--- src/rtl/fifo_wr_arbiter_pkg.sv ---
// Shared types and round-robin search helper for the FIFO write arbiter.
package fifo_arb_pkg;

  localparam int STAT_W  = 16;
  localparam int MAX_REQ = 16;
  localparam int IDX_W   = 4;

  typedef enum logic {IDLE, BURST} arb_state_e;

  // One-hot grant for the first set bit of req above last, wrapping modulo num.
  function automatic logic [MAX_REQ-1:0] rr_next(
    input logic [MAX_REQ-1:0] req,
    input logic [IDX_W-1:0]   last,
    input logic [IDX_W:0]     num
  );
    logic [MAX_REQ-1:0] gnt;
    logic [IDX_W:0]     idx;
    gnt = '0;
    for (int k = MAX_REQ; k >= 1; k--) begin
      idx = {1'b0, last} + (IDX_W+1)'(k);
      if (idx >= num) idx = idx - num;
      if (((IDX_W+1)'(k) <= num) && req[idx[IDX_W-1:0]]) begin
        gnt = '0;
        gnt[idx[IDX_W-1:0]] = 1'b1;
      end
    end
    return gnt;
  endfunction

endpackage

--- src/rtl/fifo_wr_arbiter_rr_picker.sv ---
// Combinational round-robin picker: request vector and last owner in, one-hot grant and index out.
module rr_picker
  import fifo_arb_pkg::*;
#(
  parameter  int N  = 4,
  localparam int IW = $clog2(N)
) (
  input  logic [N-1:0]  req,
  input  logic [IW-1:0] last_idx,
  output logic [N-1:0]  gnt,
  output logic [IW-1:0] gnt_idx,
  output logic          any
);

  logic [MAX_REQ-1:0] gnt_full;
  logic               unused_gnt_hi;

  assign gnt_full      = rr_next(MAX_REQ'(req), IDX_W'(last_idx), (IDX_W+1)'(N));
  assign gnt           = gnt_full[N-1:0];
  assign unused_gnt_hi = ^gnt_full;
  assign any           = |req;

  always_comb begin
    gnt_idx = '0;
    for (int i = 0; i < N; i++) begin
      if (gnt[i]) gnt_idx = IW'(i);
    end
  end

endmodule

--- src/rtl/fifo_wr_arbiter.sv ---
// Round-robin burst-locking write arbiter in front of a synchronous FIFO.
// Optional per-requester beat and stall counters are built when FIFO_WR_ARB_STATS_EN is defined.
//
// state | meaning
// IDLE  | no owner; arbitrate among valid requesters, no beat accepted
// BURST | owner holds the FIFO port until req_last or MAX_BURST beats
module fifo_wr_arbiter
  import fifo_arb_pkg::*;
#(
  parameter int NUM_REQ   = 4,
  parameter int WIDTH     = 8,
  parameter int MAX_BURST = 8
) (
  input  logic                       clk,
  input  logic                       rst,
  input  logic [NUM_REQ-1:0]         req_valid,
  input  logic [NUM_REQ-1:0]         req_last,
  input  logic [NUM_REQ*WIDTH-1:0]   req_data,
  output logic [NUM_REQ-1:0]         req_ready,
  input  logic                       fifo_full,
  output logic                       fifo_wen,
  output logic [WIDTH-1:0]           fifo_data_in,
  output logic [NUM_REQ-1:0]         grant,
`ifdef FIFO_WR_ARB_STATS_EN
  output logic [NUM_REQ*STAT_W-1:0]  beat_count,
  output logic [STAT_W-1:0]          stall_cycles,
`endif
  output logic                       busy
);

  localparam int IW    = $clog2(NUM_REQ);
  localparam int CNT_W = $clog2(MAX_BURST + 1);

  arb_state_e         state_q, state_d;
  logic [NUM_REQ-1:0] grant_q, grant_d;
  logic [IW-1:0]      owner_q, owner_d;
  logic [IW-1:0]      last_grant_q, last_grant_d;
  logic [CNT_W-1:0]   beat_cnt_q, beat_cnt_d;
  logic               busy_q, busy_d;

  logic [NUM_REQ-1:0] pick_gnt;
  logic [IW-1:0]      pick_idx;
  logic               pick_any;
  logic               accept;
  logic [CNT_W-1:0]   cnt_next;
  logic               done;

  rr_picker #(.N(NUM_REQ)) u_picker (
    .req      (req_valid),
    .last_idx (last_grant_q),
    .gnt      (pick_gnt),
    .gnt_idx  (pick_idx),
    .any      (pick_any)
  );

  // Handshake and write path are combinational so a beat lands in the same cycle it is accepted.
  always_comb begin
    req_ready    = '0;
    fifo_wen     = 1'b0;
    fifo_data_in = '0;
    accept       = 1'b0;
    if (!rst && state_q == BURST) begin
      req_ready[owner_q] = !fifo_full;
      accept             = req_valid[owner_q] && !fifo_full;
      fifo_wen           = accept;
      if (accept) fifo_data_in = req_data[owner_q*WIDTH +: WIDTH];
    end
  end

  assign cnt_next = beat_cnt_q + CNT_W'(1);
  assign done     = accept && (req_last[owner_q] || cnt_next == CNT_W'(MAX_BURST));

  always_comb begin
    state_d      = state_q;
    grant_d      = grant_q;
    owner_d      = owner_q;
    last_grant_d = last_grant_q;
    beat_cnt_d   = beat_cnt_q;
    busy_d       = busy_q;
    case (state_q)
      IDLE: begin
        if (pick_any) begin
          state_d = BURST;
          grant_d = pick_gnt;
          owner_d = pick_idx;
          busy_d  = 1'b1;
        end
      end
      BURST: begin
        if (done) begin
          state_d      = IDLE;
          grant_d      = '0;
          beat_cnt_d   = '0;
          last_grant_d = owner_q;
          busy_d       = 1'b0;
        end else if (accept) begin
          beat_cnt_d = cnt_next;
        end
      end
      default: state_d = IDLE;
    endcase
  end

  always_ff @(posedge clk) begin
    if (rst) begin
      state_q      <= IDLE;
      grant_q      <= '0;
      owner_q      <= '0;
      last_grant_q <= IW'(NUM_REQ - 1);
      beat_cnt_q   <= '0;
      busy_q       <= 1'b0;
    end else begin
      state_q      <= state_d;
      grant_q      <= grant_d;
      owner_q      <= owner_d;
      last_grant_q <= last_grant_d;
      beat_cnt_q   <= beat_cnt_d;
      busy_q       <= busy_d;
    end
  end

  assign grant = grant_q;
  assign busy  = busy_q;

`ifdef FIFO_WR_ARB_STATS_EN
  logic [NUM_REQ*STAT_W-1:0] beat_count_q, beat_count_d;
  logic [STAT_W-1:0]         stall_q, stall_d;

  always_comb begin
    beat_count_d = beat_count_q;
    stall_d      = stall_q;
    for (int i = 0; i < NUM_REQ; i++) begin
      if (accept && owner_q == IW'(i) && beat_count_q[i*STAT_W +: STAT_W] != '1)
        beat_count_d[i*STAT_W +: STAT_W] = beat_count_q[i*STAT_W +: STAT_W] + STAT_W'(1);
    end
    if (state_q == BURST && fifo_full && stall_q != '1) stall_d = stall_q + STAT_W'(1);
  end

  always_ff @(posedge clk) begin
    if (rst) begin
      beat_count_q <= '0;
      stall_q      <= '0;
    end else begin
      beat_count_q <= beat_count_d;
      stall_q      <= stall_d;
    end
  end

  assign beat_count   = beat_count_q;
  assign stall_cycles = stall_q;
`endif

endmodule

--- config.mk ---
export PLATFORM = sky130hd
export DESIGN_NAME = fifo_wr_arbiter
export DESIGN_NICKNAME = d
export VERILOG_FILES = /design/src/rtl/fifo_wr_arbiter_pkg.sv /design/src/rtl/fifo_wr_arbiter_rr_picker.sv /design/src/rtl/fifo_wr_arbiter.sv
export SDC_FILE = /design/constraint.sdc
export NUM_CORES = 1
export LEC_CHECK = 0
export ABC_AREA = 1
export CAP_MARGIN = 25
export CORE_ASPECT_RATIO = 0.7
export CORE_MARGIN = 4
export CORE_UTILIZATION = 40
export DETAILED_ROUTE_END_ITERATION = 12
export PLACE_DENSITY = 0.8
export RECOVER_POWER = 100
export SYNTH_ARGS = -nofsm -noshare
export SYNTH_HDL_FRONTEND = slang
export SYNTH_SLANG_ARGS = --single-unit
--- constraint.sdc ---
create_clock -name clk -period 2.2 [get_ports clk]
set_clock_uncertainty 0.15 [all_clocks]
set_input_delay 0.33 -clock clk [delete_from_list [all_inputs] [get_ports clk]]
set_output_delay 0.33 -clock clk [all_outputs]
set_load 0.01 [all_outputs]
==> flow_metrics.py <==
metrics = {
    "synthesis": {
        "synth-edff-count": 0,
        "synth_cell_types": 30,
        "yosys-top-cells-count": "63 x nand2_1, 21 x nand3_1, 19 x inv_1",
        "synthTopCellsByArea": "dfxtp_1 22%, nand2_1 18%, ha_1 8.8%, nand3_1 8.2%, inv_1 5.5%",
        "yosys.area.top_type": "dfxtp_1",
        "ys_seq_elements": 14,
        "yosysSeqAreaShare_pct": 21.8,
        "synth_most_common_cell": "nand2_1",
        "avgSynthCellArea_sq_um": 6.34,
        "synth_flop_cell": "dfxtp_1",
        "netlist.area_leader.share_pct": 21.8,
        "async_reset_ff_share_pct": 0,
        "syn_area_sq_um": 1290,
        "syn_nets": 255,
        "postSynthCellCount": 203,
        "ys.warnings.count": 0,
    },
    "setup_path": {
        "reg2reg_slack_ps": 190,
        "arrival_ps": 1640,
        "crit_required_ps": 1720,
        "cp_max_fo": 5,
        "critical_path_class": "in2out",
        "cp-end-kind": "output pin",
        "r2r_start": "last_grant_q[0]",
        "startpoint": "req_valid[0]",
        "cp-start-kind": "input pin",
    },
    "finish": {
        "drive_gt1_share_pct": 17.9,
        "final_area_sq_um": 2110,
        "diodes": 0,
        "final_cells": 321,
        "final_nets": 338,
        "syn_to_final_growth_pct": 63.9,
    },
    "timing": {
        "period_share_pct": 96.4,
        "worst_slack_ps": 79.8,
        "grt_setup_unrepaired": "no",
        "setup_viol": 0,
        "slew_violations": 0,
        "setup_tns_ps": 0,
        "finalHoldViolations": 0,
        "post-route-min-period_ps": 2120,
        "tightest_slew_ps": 433,
        "max-slew-margin-rel_pct": 70.7,
        "fmax_ghz": 0.472,
    },
    "routing": {
        "top_layer": "met4",
        "drc": 0,
        "wl_met3_um": 358,
        "vias": 1641,
        "postRouteAntennaNets": 0,
        "first_iter_violations": 133,
        "viasPerCell": 5.11,
        "wl_met2_mm": 1.79,
        "drt_pre_antenna_iters": 4,
        "avgRoutedWirePerCell_um": 13.2,
        "met1_length_mm": 2.09,
        "drt_wl_total_mm": 4.25,
    },
    "power_and_ir_drop": {
        "power_mw": 1.07,
        "p_per_area_nw_per_um2": 510,
        "leakage_nw": 0.996,
        "peakVddDrop_mv": 0.455,
    },
    "placement": {
        "gp_congestion": 0.945,
        "dpl_cell_area_sq_um": 2090,
        "place_inst": 317,
        "hpwl_mm": 3.45,
        "port_buffers": 60,
        "pre_cts_ws_ps": -318,
    },
    "grt": {
        "grt_pass1_wl_mm": 6.84,
        "gr-total-overflow": 0,
        "grtUsageTotal_pct": 20.0,
        "grt_max_degree": 10,
        "grt_pass1_vias": 1464,
        "antenna_found_initial": 0,
    },
    "clock_network": {
        "cts_sinks": 14,
        "path_clk_slew_ps": 50,
        "h-tree-depth": 1,
        "cts_tree": "yes",
        "clk-insertion-delay-late_ps": 240,
        "cts_buffers": 3,
        "cts_buffer_depth": 2,
        "postCtsSetupRepairBufs": 0,
        "root_buffer": "clkbuf_8",
    },
    "hold_path": {
        "hp-start": "beat_cnt_q[1]",
        "holdCritPathClass": "reg2reg",
    },
    "outcome": {
        "status": "completed",
    },
    "die": {
        "die_area_sq_um": 4200,
        "chipHeight_um": 55.4,
        "ios": 61,
        "die_w_um": 75.8,
        "initial_core_util_pct": 43.7,
        "core_area_sq_um": 2940,
        "rows": 16,
    },
    "flow_run": {
        "cap_violations": 0,
    },
}
## final timing paths
check | depth (start not counted) | to
hold reg to reg | 2 | beat_cnt_q[1]
setup / recovery | 7 | fifo_wen
hold / removal | 2 | beat_cnt_q[1]
setup reg to reg | 10 | owner_q[0]
## per-stage QoR
| step | util, % | hold WS, ps |
|---|---|---|
| detailed placement | 70.9 | 325 |
| floorplan | - | 307 |
| finish | 71.6 | 333 |
| global route | 71.6 | 360 |
| global placement | 70.9 | 324 |
| CTS | 71.8 | 334 |
## registers in the layout (all words and copies together), names as in the netlist
register,flops
busy,1
beat_cnt_q,4
state_q,1
last_grant_q,2
grant,4
owner_q,2
## cell usage in the layout, fill, tap and decap left out, types with 2 or more instances in the layout
master           count
dfxtp_1             14
o22ai_2              2
buf_4               17
nor3_1               2
dlygate4sd2_1        5
buf_2                4
nand2_1             63
a21oi_2              2
o21ai_0              5
nand3_1             20
or2_2                2
inv_2                5
a31oi_1              9
clkdlybuf4s50_1     42
dlygate4sd3_1        5
o211ai_1             2
nor2_1               9
nand4_1              3
inv_1               20
a21oi_1              9
a22oi_1              9
clkbuf_2             4
xor2_1               2
clkbuf_8             4
nor2_4               3
nand3_2              2
ha_1                 9
## cell type report
class                           count  area (sq um)
Fill cell                         259           835
Tap cell                           36          45.0
Sequential cell                    14           280
Timing Repair Buffer               80           713
Multi-Input combinational cell    160           910
Inverter                           27           105
Clock buffer                        4          55.1
## metal layers
layer | track usage [%] | vias to the layer above
met5 | 0 | -
met4 | 1.75 | 0
met3 | 4.17 | 2
met2 | 29.5 | 61
met1 | 30.7 | 726
li1 | - | 852
## power breakdown
part | switching, mW | leakage (nW) | internal [mW]
Clock | 0.0881 | 0.0288 | 0.158
Combinational | 0.274 | 0.852 | 0.249
Sequential | 0.0237 | 0.115 | 0.282
Total | 0.386 | 0.996 | 0.689
## critical path: stages
cell and delay [ps]:
clkdlybuf4s50_1 480, inv_1 70, o22ai_2 190, nor2_2 70, nor2_4 90, buf_4 140
dlygate4sd2_1 270
## cells by family after synthesis
group,count (synthesis),synth area share [%]
XOR/XNOR,2,1.36
AND/OR/NAND/NOR,107,37.3
adder cells (fa/ha/maj),9,8.76
AO/OA/AOI/OAI,42,22.3
buffers and inverters,29,8.56
flip-flops,14,21.8
## timing repair
item	4_1_cts	5_1_grt
endpoints found under the setup margin	13	5
hold buffers	0	0
gates resized for setup	34	7
cloned	0	0
pin swaps	0	0
(Power assumes the default switching activity.)
